--- config.mk ---
export PLATFORM = sky130hd
export DESIGN_NAME = arbiter_rr_sync
export DESIGN_NICKNAME = d
export VERILOG_FILES = /design/src/rtl/arbiter_rr_sync.sv
export SDC_FILE = /design/constraint.sdc
export NUM_CORES = 1
export LEC_CHECK = 0
export BUFFER_PORTS_ARGS = -buffer_cell sky130_fd_sc_hd__buf_2
export CAP_MARGIN = 20
export CORE_AREA = 5 5 80 60
export DETAILED_ROUTE_END_ITERATION = 16
export DIE_AREA = 0 0 85 65
export GPL_ROUTABILITY_DRIVEN = 0
export PLACE_DENSITY_LB_ADDON = 0.3
export RECOVER_POWER = 25
export REMOVE_ABC_BUFFERS = 1
export SYNTH_ARGS = -nofsm -noshare
export SYNTH_HDL_FRONTEND = slang
export SYNTH_SLANG_ARGS = --single-unit
--- constraint.sdc ---
create_clock -name clk -period 3.4 [get_ports clk]
set_clock_uncertainty 0.05 [all_clocks]
set_input_delay 0.51 -clock clk [delete_from_list [all_inputs] [get_ports clk]]
set_output_delay 0.51 -clock clk [all_outputs]
set_load 0.02 [all_outputs]
--- src/rtl/arbiter_rr_sync.sv ---
// Round-robin arbiter sharing one four-phase req/ack channel among input_size requesters.
// Optional ack_out timeout abort is enabled by defining ARB_TIMEOUT_EN.
module arbiter_rr_sync #(
  parameter int unsigned input_size     = 8,
  parameter int unsigned timeout_cycles = 16
) (
  input  logic                  clk,
  input  logic                  rst,
  input  logic [input_size-1:0] req_in,
  output logic [input_size-1:0] ack_in,
  output logic                  req_out,
  input  logic                  ack_out,
  output logic [input_size-1:0] sel,
  output logic                  err
);

  localparam int unsigned N  = input_size;
  localparam int unsigned PW = $clog2(input_size);

  if (input_size < 2 || timeout_cycles < 1) begin : g_bad_params
    $error("arbiter_rr_sync: input_size must be >= 2 and timeout_cycles >= 1");
  end

  typedef enum logic [1:0] {IDLE, REQ, ACK, DROP} state_t;

  state_t          state_q, state_d;
  logic [PW-1:0]   ptr_q, ptr_d;
  logic [PW-1:0]   w_q, w_d;
  logic [N-1:0]    ack_in_q, ack_in_d;
  logic [N-1:0]    sel_q, sel_d;
  logic            req_out_q, req_out_d;
  logic            err_q, err_d;

  logic [PW-1:0]   pick_c;
  logic            pick_vld_c;
  logic [PW-1:0]   w_next_c;
  logic [N-1:0]    w_oh_c;
  int unsigned     idx_c;

`ifdef ARB_TIMEOUT_EN
  localparam int unsigned CW = $clog2(timeout_cycles + 1);
  logic [CW-1:0]   cnt_q, cnt_d;
`endif

  // First requester found scanning upward from ptr with wrap-around
  always_comb begin
    pick_c     = '0;
    pick_vld_c = 1'b0;
    idx_c      = 0;
    for (int unsigned k = 0; k < N; k++) begin
      idx_c = 32'(ptr_q) + k;
      if (idx_c >= N) idx_c = idx_c - N;
      if (!pick_vld_c && req_in[PW'(idx_c)]) begin
        pick_c     = PW'(idx_c);
        pick_vld_c = 1'b1;
      end
    end
  end

  assign w_oh_c   = N'(1) << w_q;
  assign w_next_c = (32'(w_q) == N - 1) ? '0 : PW'(32'(w_q) + 1);

  // Next-state and registered-output logic
  always_comb begin
    state_d   = state_q;
    ptr_d     = ptr_q;
    w_d       = w_q;
    ack_in_d  = ack_in_q;
    sel_d     = sel_q;
    req_out_d = req_out_q;
    err_d     = 1'b0;
`ifdef ARB_TIMEOUT_EN
    cnt_d     = cnt_q;
`endif
    case (state_q)
      IDLE: begin
        if (pick_vld_c) begin
          w_d       = pick_c;
          sel_d     = N'(1) << pick_c;
          req_out_d = 1'b1;
          state_d   = REQ;
`ifdef ARB_TIMEOUT_EN
          cnt_d     = '0;
`endif
        end
      end
      REQ: begin
        if (ack_out) begin
          ack_in_d = w_oh_c;
          state_d  = ACK;
        end
`ifdef ARB_TIMEOUT_EN
        else if (32'(cnt_q) == timeout_cycles - 1) begin
          req_out_d = 1'b0;
          sel_d     = '0;
          err_d     = 1'b1;
          ptr_d     = w_next_c;
          state_d   = IDLE;
        end else begin
          cnt_d = cnt_q + CW'(1);
        end
`endif
      end
      ACK: begin
        if (!req_in[w_q]) begin
          req_out_d = 1'b0;
          state_d   = DROP;
        end
      end
      DROP: begin
        if (!ack_out) begin
          ack_in_d = '0;
          sel_d    = '0;
          ptr_d    = w_next_c;
          state_d  = IDLE;
        end
      end
      default: state_d = IDLE;
    endcase
  end

  always_ff @(posedge clk) begin
    if (!rst) begin
      state_q   <= IDLE;
      ptr_q     <= '0;
      w_q       <= '0;
      ack_in_q  <= '0;
      sel_q     <= '0;
      req_out_q <= 1'b0;
      err_q     <= 1'b0;
`ifdef ARB_TIMEOUT_EN
      cnt_q     <= '0;
`endif
    end else begin
      state_q   <= state_d;
      ptr_q     <= ptr_d;
      w_q       <= w_d;
      ack_in_q  <= ack_in_d;
      sel_q     <= sel_d;
      req_out_q <= req_out_d;
      err_q     <= err_d;
`ifdef ARB_TIMEOUT_EN
      cnt_q     <= cnt_d;
`endif
    end
  end

  assign ack_in  = ack_in_q;
  assign sel     = sel_q;
  assign req_out = req_out_q;
  assign err     = err_q;

endmodule

==> Flow_metrics.wiki <==
{| class="wikitable"
! Metric !! Value
|-
| Result of the run || complete, no violations
|-
| Pins Over Slew Limit || 0
|-
| Kind of end point of the critical path || flip-flop
|-
| Detailed placement HPWL || 3.717 mm
|-
| Sum of routed wire length over all layers || 4.889 mm
|-
| Number of endpoints failing setup at the final stage || 0
|-
| Number of ports placed on the die boundary || 29
|-
| Synth warn || 0
|-
| Netlist Area Pre-Place || around 2100 um^2
|-
| Buffers inserted during post-CTS setup optimization || 0
|-
| CTS H-tree depth || 1
|-
| Final Hold Violating Endpoints || 0
|-
| Normalized max-slew margin || 58.15%
|-
| Die Outline Area || 5525 um^2
|-
| Number of global-route vias before repair || about 1.8k
|-
| Detailed-routing iteration count for the pre-antenna-repair pass || 4
|-
| Hold buffers post-CTS || 0
|-
| Overall overflow remaining after global route || 0
|-
| Final worst-path cycle share || 93.87%
|-
| Wire length of the first global-routing pass || approximately 8.6 mm
|-
| Std-Cell Rows || 20
|-
| Number of antenna violations at the first check in global routing || 0
|-
| Crit path kind || flip-flop to flip-flop
|-
| Synth Register Bits || 25
|-
| Detail-routed via count per cell || around 6
|-
| Required arrival time at the worst endpoint || around 3.5 ns
|-
| Dpl cells || about 320
|-
| Largest net degree at the start of global routing || 16
|-
| Longest Clk Path Bufs || 2
|-
| Non-filler instance count after layout || 320
|-
| Initial core utilization || about half
|-
| Critical path cell sequence || inv_4 > ha_1 > mux2i_1 > mux4_2 > and2_4 > o211a_1 > o31a_1 > a2111o_1 > o41ai_1
|-
| Antenna diodes || 0
|-
| Proportion of synthesized chip area in sequential cells || 23.91%
|-
| Clock sink count || 25
|-
| Floorplan die width || 85 um
|-
| Total track usage || 18.67%
|-
| Leading post-synthesis cells by cell area || sky130_fd_sc_hd__dfxtp_1 (24%), sky130_fd_sc_hd__mux4_2 (11%), sky130_fd_sc_hd__ha_1 (7.2%)
|-
| Clock tree root driver cell || sky130_fd_sc_hd__clkbuf_8
|-
| Layout cell share with drive strength beyond 1 || 19.62%
|-
| Shortest period the worst path allows || 3.192 ns
|-
| Crit path max-delay cell type || sky130_fd_sc_hd__mux4_2
|-
| Delay contributed by the slowest stage of the critical path || 0.54 ns
|-
| Port Buf Inserts || 27
|-
| Type of the worst min-delay path || flip-flop to flip-flop
|-
| Count of different cell masters after synthesis || 56
|-
| Crit path DAT || 3.32 ns
|-
| Number of enable-type register cells in the synthesized netlist || 0
|-
| Most frequent cell after synthesis || sky130_fd_sc_hd__dfxtp_1
|-
| Mean Syn Cell Area || 8.832 um^2
|-
| Number of standard cells after synthesis || 237
|-
| Nets || a little under 300
|-
| Clock tree from TritonCTS || built
|-
| Most common flop cell mapped by yosys || sky130_fd_sc_hd__dfxtp_1
|-
| Drc violations || 0
|-
| Power density of the placed cells || roughly 540 nW/um^2
|-
| Most instantiated cells after synthesis || sky130_fd_sc_hd__dfxtp_1 (25), sky130_fd_sc_hd__a21oi_1 (20), sky130_fd_sc_hd__nand3_1 (20), sky130_fd_sc_hd__nor2_1 (20), sky130_fd_sc_hd__nand2_1 (17)
|-
| Wire length per cell after detailed routing || 15.28 um
|-
| Proportion of register bits with asynchronous set or reset after synthesis || 0%
|-
| Fraction of post-synthesis cell area in the top cell type by area || a little under a quarter
|-
| Total vias in the final route || 1920
|-
| Max-cap viol count || 0
|-
| Overall die height || between 60 and 70 um
|-
| Critical path peak fanout || 7
|-
| Worst-Skew Late Latency || 0.27 ns
|-
| Number of antenna-violating nets in the routed design || 0
|-
| Post-CTS Resized || 0
|-
| Peak ir drop on the vdd network || 0.3153 mV
|-
| Reported leakage power || 0.0008896 uW
|-
| Max Freq || 0.3133 GHz
|-
| Slew of the pin with the lowest slew margin || 0.6240 ns
|-
| Core Area || 4054 um^2
|-
| Setup repair after global routing missed its margin || false
|-
| Synth-to-layout area growth || 10.40%
|-
| Total clock buffers created by CTS || 3
|-
| Detailed router's first-iteration violation count || around 180
|-
| Worst hold margin || 0.4034 ns
|-
| Startpoint type of the worst setup path || flip-flop
|-
| Yosys top cell by area || sky130_fd_sc_hd__dfxtp_1
|-
| Clk slew on worst S/H paths || 0.08 ns
|}
## worst max-delay path, delay by kind of cell (launching register included)
kind	cells	cell delay, ns
AND/OR/NAND/NOR	1	0.18
buffers and inverters	1	0.08
adder cells (fa/ha/maj)	1	0.48
AO/OA/AOI/OAI	4	1.21
flip-flops	1	0.38
multiplexers	2	0.73
## placed cells by master, fill, tap and decap left out, types with 6 or more instances in the layout
master | netlist | final
sky130_fd_sc_hd__nand2_1 | 17 | 17
sky130_fd_sc_hd__dfxtp_1 | 25 | 25
sky130_fd_sc_hd__mux2_2 | 6 | 6
sky130_fd_sc_hd__nor2_1 | 20 | 20
sky130_fd_sc_hd__mux2i_1 | 14 | 14
sky130_fd_sc_hd__inv_1 | 14 | 14
sky130_fd_sc_hd__clkbuf_1 | 2 | 11
sky130_fd_sc_hd__ha_1 | 12 | 12
sky130_fd_sc_hd__mux4_2 | 10 | 10
sky130_fd_sc_hd__buf_2 | 5 | 17
sky130_fd_sc_hd__nand3_1 | 20 | 20
sky130_fd_sc_hd__buf_4 | 1 | 7
sky130_fd_sc_hd__a21oi_1 | 20 | 20
## registers in the layout (all words and copies together), names as in the netlist
signal   count
w_q          3
req_out      1
state_q      2
ptr_q        3
ack_in       8
sel          8
## worst paths after layout
check                 start        end  slack, ns  depth (start not counted)
setup reg to reg   ptr_q[0]     sel[0]       0.21                          9
hold / removal    ack_in[6]  ack_in[6]       0.40                          2
setup / recovery   ptr_q[0]     sel[0]       0.21                          9
hold reg to reg   ack_in[6]  ack_in[6]       0.40                          2
## area by class of cell
type / count / area, um^2
well taps: 55 / 68.82
fillers: 395 / 1743
flip-flops and latches: 25 / 500.5
repair buffers: 34 / 175.2
multi-input cells: 187 / 1463
inverters: 15 / 58.81
clock buffers: 4 / 45.04
## kinds of logic after synthesis
logic type / count (synthesis) / synth area share [%]
AOI/OAI and AO/OA: 63 / 22.24
and+or+nand+nor: 77 / 17.63
muxes: 31 / 21.40
adders and majority gates: 12 / 7.173
DFF: 25 / 23.91
buffers and inverters: 25 / 6.217
xor gates and xnor gates: 3 / 1.255
other: 1 / 0.1791
## metal layers
layer,up-vias,global-route usage [%],wire length [um]
li1,945,-,-
met2,71,26.45,2021
met5,-,0,0
met4,0,5.138,68
met3,8,5.972,439
met1,896,26.97,2360
## per-stage QoR
step / setup slack, ns / cell area, um^2 / util [%] / TNS, ns / total power, uW
2_1_floorplan: -0.1109 / 2022 / - / -0.4529 / 899.9
3_3_place_gp: 0.2923 / 2271 / 56.02 / 0 / 1083
3_5_place_dp: 0.2286 / 2271 / 56.02 / 0 / 1088
4_1_cts: 0.2146 / 2316 / 57.13 / 0 / 1269
5_1_grt: 0.01937 / 2311 / 57.01 / 0 / 1370
6_report: 0.2084 / 2311 / 57.01 / 0 / 1258
## power by group
group | leakage (uW) | internal (uW) | total (uW) | switching (uW)
logic | 0.000663 | 281 | 682 | 401
clock network | 0.0000228 | 83.8 | 173 | 89.1
registers | 0.000203 | 347 | 403 | 55.6
total | 0.000890 | 712 | 1260 | 545
Note: power is estimated with default switching activity, not from simulation.
